===== config.mk =====
export PLATFORM = sky130hd
export DESIGN_NAME = tmr1_peripheral
export DESIGN_NICKNAME = d
export VERILOG_FILES = /design/src/rtl/tmr1_pkg.sv /design/src/rtl/sync_edge_detect.sv /design/src/rtl/tmr1_peripheral.sv
export SDC_FILE = /design/constraint.sdc
export NUM_CORES = 1
export LEC_CHECK = 0
export CAP_MARGIN = 30
export CELL_PAD_IN_SITES_DETAIL_PLACEMENT = 1
export CELL_PAD_IN_SITES_GLOBAL_PLACEMENT = 1
export CORE_MARGIN = 5
export CORE_UTILIZATION = 40
export DETAILED_ROUTE_END_ITERATION = 8
export HOLD_SLACK_MARGIN = 0.15
export PLACE_DENSITY_LB_ADDON = 0.1
export SLEW_MARGIN = 25
export SYNTH_ARGS = -nofsm -noshare
export SYNTH_HDL_FRONTEND = slang
export SYNTH_SLANG_ARGS = --single-unit

===== constraint.sdc =====
create_clock -name clk -period 2.5 [get_ports clk]
set_input_delay 0.625 -clock clk [delete_from_list [all_inputs] [get_ports clk]]
set_output_delay 0.625 -clock clk [all_outputs]
set_load 0.01 [all_outputs]

===== src/rtl/tmr1_pkg.sv =====
// Shared definitions for the Timer1 peripheral: default register addresses,
// T1CON bit positions and the prescaler mask helper.
package tmr1_pkg;

    localparam logic [8:0] TMR1L_ADDR_DFLT = 9'h00E;
    localparam logic [8:0] TMR1H_ADDR_DFLT = 9'h00F;
    localparam logic [8:0] T1CON_ADDR_DFLT = 9'h010;

    localparam int T1CKPS_HI = 5;
    localparam int T1CKPS_LO = 4;
    localparam int T1OSCEN   = 3;
    localparam int T1SYNC_N  = 2;
    localparam int TMR1CS    = 1;
    localparam int TMR1ON    = 0;

    // Low psc bits that must all be set before a source tick passes through.
    function automatic logic [2:0] prescale_mask(input logic [1:0] ckps);
        logic [2:0] mask;
        case (ckps)
            2'd0:    mask = 3'b000;
            2'd1:    mask = 3'b001;
            2'd2:    mask = 3'b011;
            default: mask = 3'b111;
        endcase
        return mask;
    endfunction

endpackage


===== src/rtl/sync_edge_detect.sv =====
// Optional N-flop synchroniser followed by a one-flop rising-edge detector.
// Latency: SYNC_STAGES clk cycles to the pulse; the pulse itself is combinational off the last flop.
// Backpressure: none, free-running.
module sync_edge_detect #(
    parameter int SYNC_STAGES = 2
) (
    input  logic clk,
    input  logic rst,
    input  logic din,
    output logic rise
);

    logic level;
    logic edge_q;

    generate
        if (SYNC_STAGES > 0) begin : g_sync
            logic [SYNC_STAGES-1:0] sync_q;

            always_ff @(posedge clk or posedge rst) begin
                if (rst) begin
                    sync_q <= '0;
                end else begin
                    sync_q[0] <= din;
                    for (int i = 1; i < SYNC_STAGES; i++) begin
                        sync_q[i] <= sync_q[i-1];
                    end
                end
            end

            assign level = sync_q[SYNC_STAGES-1];
        end else begin : g_direct
            assign level = din;
        end
    endgenerate

    always_ff @(posedge clk or posedge rst) begin
        if (rst) begin
            edge_q <= 1'b0;
        end else begin
            edge_q <= level;
        end
    end

    assign rise = level & ~edge_q;

endmodule


===== src/rtl/tmr1_peripheral.sv =====
// PIC16-style Timer1: 16-bit counter with 1/2/4/8 prescaler, clkout or synchronised T1CKI source.
// Latency: clkout edge to count 1 clk, t1cki edge to count 3-4 clk; register write visible next cycle.
// Backpressure: none; writes are single-cycle strobes and reads are combinational.
module tmr1_peripheral
    import tmr1_pkg::*;
#(
    parameter logic [8:0] TMR1L_ADDR = TMR1L_ADDR_DFLT,
    parameter logic [8:0] TMR1H_ADDR = TMR1H_ADDR_DFLT,
    parameter logic [8:0] T1CON_ADDR = T1CON_ADDR_DFLT
) (
    input  logic       clk,
    input  logic       rst,
    input  logic       clkout,
    input  logic       t1cki,
    input  logic [8:0] addr,
    input  logic [7:0] data_in,
    input  logic       wr_en,
    output logic [7:0] data_out,
    output logic       tmr1if_set_en
);

    logic [7:0]  tmr1l;
    logic [7:0]  tmr1h;
    logic [5:0]  t1con;
    logic [2:0]  psc;
    logic [2:0]  psc_mask;
    logic [15:0] cnt;
    logic [15:0] cnt_nxt;
    logic        int_tick;
    logic        ext_tick;
    logic        src_tick;
    logic        run_tick;
    logic        inc;
    logic        wr_l;
    logic        wr_h;
    logic        wr_c;
    logic        tmr_wr;

    sync_edge_detect #(.SYNC_STAGES(0)) u_clkout_edge (
        .clk  (clk),
        .rst  (rst),
        .din  (clkout),
        .rise (int_tick)
    );

    sync_edge_detect #(.SYNC_STAGES(2)) u_t1cki_edge (
        .clk  (clk),
        .rst  (rst),
        .din  (t1cki),
        .rise (ext_tick)
    );

    assign wr_l   = wr_en && (addr == TMR1L_ADDR);
    assign wr_h   = wr_en && (addr == TMR1H_ADDR);
    assign wr_c   = wr_en && (addr == T1CON_ADDR);
    assign tmr_wr = wr_l | wr_h;

    // Both detectors run regardless of TMR1CS so switching source never fakes an edge.
    assign src_tick = t1con[TMR1CS] ? ext_tick : int_tick;
    assign run_tick = src_tick & t1con[TMR1ON];
    assign psc_mask = prescale_mask(t1con[T1CKPS_HI:T1CKPS_LO]);
    assign inc      = run_tick && ((psc & psc_mask) == psc_mask) && !tmr_wr;

    assign cnt     = {tmr1h, tmr1l};
    assign cnt_nxt = cnt + 16'd1;

    always_ff @(posedge clk or posedge rst) begin
        if (rst) begin
            psc <= 3'd0;
        end else if (tmr_wr) begin
            psc <= 3'd0;
        end else if (run_tick) begin
            psc <= psc + 3'd1;
        end
    end

    // A counter byte write beats a coincident increment, including a would-be overflow.
    always_ff @(posedge clk or posedge rst) begin
        if (rst) begin
            tmr1l         <= 8'h00;
            tmr1h         <= 8'h00;
            tmr1if_set_en <= 1'b0;
        end else begin
            tmr1if_set_en <= inc && (cnt == 16'hFFFF);
            if (wr_l) begin
                tmr1l <= data_in;
            end else if (wr_h) begin
                tmr1h <= data_in;
            end else if (inc) begin
                tmr1l <= cnt_nxt[7:0];
                tmr1h <= cnt_nxt[15:8];
            end
        end
    end

    always_ff @(posedge clk or posedge rst) begin
        if (rst) begin
            t1con <= 6'h00;
        end else if (wr_c) begin
            t1con <= data_in[5:0];
        end
    end

    always_comb begin
        data_out = 8'h00;
        if (addr == TMR1L_ADDR) begin
            data_out = tmr1l;
        end else if (addr == TMR1H_ADDR) begin
            data_out = tmr1h;
        end else if (addr == T1CON_ADDR) begin
            data_out = {2'b00, t1con};
        end
    end

endmodule

==> load_flow_metrics.sql <==
INSERT INTO impl_metrics (metric_group, metric, value, unit) VALUES
('sta', 'finalCriticalPeriod', '2620', 'ps'),
('grt', 'grt_antenna_before_repair', '0', ''),
('route', 'drt_wl_total', '5.976', 'mm'),
('worst_setup_path', 'cells_along_the_critical_path', 'clkdlybuf4s15_1 > nor4_1 > and3_1 > buf_6 > nand2_2 > a21oi_2 > buf_2', ''),
('final_layout', 'areaGrowthSynthToFinish', '39.41', '%'),
('worst_setup_path', 'crit_path_end_kind', 'output pin', ''),
('pwr', 'power.leakage', '1.113', 'nW'),
('clock_network', 'clockRootBuffer', 'clkbuf_8', ''),
('worst_setup_path', 'critPathMaxStageDelay', '430', 'ps'),
('logic_synthesis', 'synth_warnings', '0', ''),
('sta', 'setup_viol', '6', ''),
('die', 'floorplan.initialDensity', '0.4112', ''),
('worst_setup_path', 'worst_reg2reg_path_depth', '6', ''),
('route', 'drc_marker_count_from_the_first_detailed_route_iteration', '96', ''),
('worst_setup_path', 'timing.critical_path.slowest_stage_cell', 'nor4_1', ''),
('clock_network', 'clkSinkCount', '30', ''),
('run_status', 'failed_checks', 'setup timing', ''),
('logic_synthesis', 'synth_nets', '206', ''),
('logic_synthesis', 'postSynthCellCount', '182', ''),
('worst_setup_path', 'path_class', 'in -> out', ''),
('die', 'core_region_area', '0.004354', 'sq mm'),
('die', 'rows', '24', ''),
('pwr', 'share_clk_of_total_power', '0.393', ''),
('pwr', 'power-per-cell-area', '438.3', 'mW/mm^2'),
('logic_synthesis', 'number_of_unique_standard_cell_types_used_by_synthesis', '47', ''),
('grt', 'maximum_number_of_pins_on_one_net_before_global_route_repair', '31', ''),
('placed_design', 'dpl.hpwl', '4.149', 'mm'),
('clock_network', 'clock_tree_from_tritoncts', 'done', ''),
('clock_network', 'insertion_delay', '290', 'ps'),
('sta', 'worst_slack_setup_final', '-119.7', 'ps'),
('route', 'drt_pass1_iterations', '5', ''),
('final_layout', 'layout-drive-gt1-share', '0.3515', ''),
('clock_network', 'htreeDepth', '2', ''),
('sta', 'fin_worst_skew', '6.882', 'ps'),
('placed_design', 'place_ws', '-878.9', 'ps'),
('worst_setup_path', 'worst_ep_arrival_time', '1990', 'ps'),
('route', 'ant_nets', '0', ''),
('worst_setup_path', 'setup.worst_path.start_class', 'input pin', ''),
('sta', 'tightestPinTransition', '511.4', 'ps'),
('die', 'io-pin-count', '31', ''),
('final_layout', 'ant_cells', '0', ''),
('final_layout', 'mostFrequentLayoutCells', '30 x dfrtp_1, 23 x buf_4, 16 x nor2_1', ''),
('grt', 'gr-total-overflow', '0', ''),
('run_status', 'run_status', 'finished with violations', ''),
('sta', 'period_share', '1.048', ''),
('sta', 'report.final.hold_viol_count', '0', ''),
('pwr', 'power.share.switching', '0.2727', ''),
('pwr', 'p_int', '795.6', 'uW'),
('final_layout', 'most_common_cell_after_layout_fill_and_taps_aside', 'dfrtp_1', ''),
('logic_synthesis', 'netlist.top_cell.by_area', 'dfrtp_1', ''),
('worst_setup_path', 'reg2reg_to', 'tmr1l[3]$_DFFE_PP0P_', ''),
('die', 'die_area', '0.005914', 'sq mm'),
('grt', 'wire_length_of_the_first_global_routing_pass', '9.515', 'mm'),
('grt', 'first_global_vias', '1877', ''),
('sta', 'fmax', '381.7', 'MHz'),
('worst_setup_path', 'worstSetupEndpoint', 'data_out[1]', ''),
('route', 'average_wire_length_per_cell_after_detail_routing', '20.54', 'um'),
('route', 'dr_total_vias', '1692', ''),
('worst_setup_path', 'critPathLaunch', 'addr[5]', ''),
('logic_synthesis', 'synth.top_cells.by_area', 'dfrtp_1 42%, nor2_1 4.8%, mux2_2 4.4%, mux2i_1 3.9%, a21oi_1 3.1%', ''),
('job', 'drv_cap', '0', ''),
('pwr', 'pwr-share-comb', '0.113', ''),
('logic_synthesis', 'asr_flop_ratio_synth', '1.000', ''),
('final_layout', 'nNetsFinal', '262', ''),
('logic_synthesis', 'seq_area_frac_synth', '0.4193', ''),
('die', 'die_h', '76.91', 'um'),
('sta', 'final-max-slew-violation-count', '0', ''),
('route', 'route.detailed.vias_per_inst', '5.814', ''),
('pwr', 'vdd_ir_drop_max', '0.2640', 'mV'),
('logic_synthesis', 'synth_top_flop_cell', 'dfrtp_1', ''),
('pwr', 'report.power.total', '1.094', 'mW');
## worst min path at each step
stage	from	endpoint	slack, ps	depth (start not counted)
after floorplan	u_t1cki_edge.g_sync.sync_q[0]$_DFF_PP0_	u_t1cki_edge.g_sync.sync_q[1]$_DFF_PP0_	330	0
after global placement	u_t1cki_edge.g_sync.sync_q[0]$_DFF_PP0_	u_t1cki_edge.g_sync.sync_q[1]$_DFF_PP0_	330	0
after detailed placement	u_t1cki_edge.g_sync.sync_q[0]$_DFF_PP0_	u_t1cki_edge.g_sync.sync_q[1]$_DFF_PP0_	340	0
after CTS	u_t1cki_edge.g_sync.sync_q[0]$_DFF_PP0_	u_t1cki_edge.g_sync.sync_q[1]$_DFF_PP0_	350	0
after global routing	u_t1cki_edge.g_sync.sync_q[0]$_DFF_PP0_	u_t1cki_edge.g_sync.sync_q[1]$_DFF_PP0_	350	0
final	u_t1cki_edge.g_sync.sync_q[0]$_DFF_PP0_	u_t1cki_edge.g_sync.sync_q[1]$_DFF_PP0_	350	0
## critical path: cells and delay by family
kind | cells | cell delay, ps
buf+inv | 3 | 480
simple gates | 3 | 740
compound gates | 1 | 140
## power groups by stage
stage / sequential, mW / combinational (mW) / clock, mW
2_1_floorplan: 0.537 / 0.0555 / 0
6_report: 0.541 / 0.124 / 0.430
4_1_cts: 0.539 / 0.121 / 0.441
5_1_grt: 0.543 / 0.136 / 0.461
3_5_place_dp: 0.546 / 0.117 / 0
3_3_place_gp: 0.543 / 0.113 / 0
## synthesized netlist by cell type (2+ instances only)
cell,instances
nand3_1,5
nand4_1,4
a31oi_1,3
clkbuf_1,3
mux2_2,7
nor3b_1,2
nor3_1,3
and3_1,6
inv_1,5
ha_1,2
and4_1,2
nor4_1,8
a221o_1,5
dfrtp_1,30
nor2_1,23
nor3_2,2
mux2i_1,7
buf_4,2
xnor2_1,6
o21ai_0,8
a21oi_1,11
nand2_1,10
and2_1,4
## metrics by stage
stage	util	setup TNS, ps	std cells	hold slack, ps	area [sq um]
finish	0.5733	-564.0	291	349.3	2496
global route	0.5733	-1145	291	354.7	2496
CTS	0.5609	-267.5	290	351.5	2442
detailed placement	0.5279	-11410	280	335.8	2298
global placement	0.5279	-10250	280	332.9	2298
floorplan	-	0	182	331.2	1790
## layer usage
metal  routed length, um  vias to the layer above  track usage
li1                    -                      792            -
met1                2384                      833       0.2324
met2                3154                       53       0.3727
met3                 272                       14      0.04215
met4                 165                        0      0.06993
met5                   0                        -            0
## logic make-up (layout without fill, tap and decap cells)
family,Yosys count,count (layout),synth area share
fa+ha+maj,2,2,0.01397
buf+inv,12,69,0.03424
simple gates,81,81,0.2669
mux,14,14,0.08316
flops,30,30,0.4193
xor+xnor,7,7,0.03424
compound gates,36,36,0.1482
## layout make-up
| type | count | area [sq um] | share of cell area |
|---|---|---|---|
| clock buffer | 6 | 82.58 | 0.03308 |
| tap | 52 | 65.06 | 0.02607 |
| timing repair buffer | 56 | 473.0 | 0.1895 |
| multi-input combinational | 140 | 1094 | 0.4381 |
| inverter | 5 | 18.77 | 0.007519 |
| sequential | 30 | 750.7 | 0.3008 |
| clock inverter | 2 | 12.51 | 0.005013 |
## registers in the layout, summed over array words and instances (netlist names)
name and cells:
t1con 6, tmr1if_set_en 1, u_t1cki_edge.edge_q 1, u_t1cki_edge.g_sync.sync_q 2
psc 3, u_clkout_edge.edge_q 1, tmr1l 8, tmr1h 8
## repair_timing
item                                    in CTS  in global routing
pin swaps                                   11                  9
setup buffers                                2                  1
resized for setup                           80                 12
endpoints found under the setup margin      15                 15
Power figures use the tool's default switching activity.
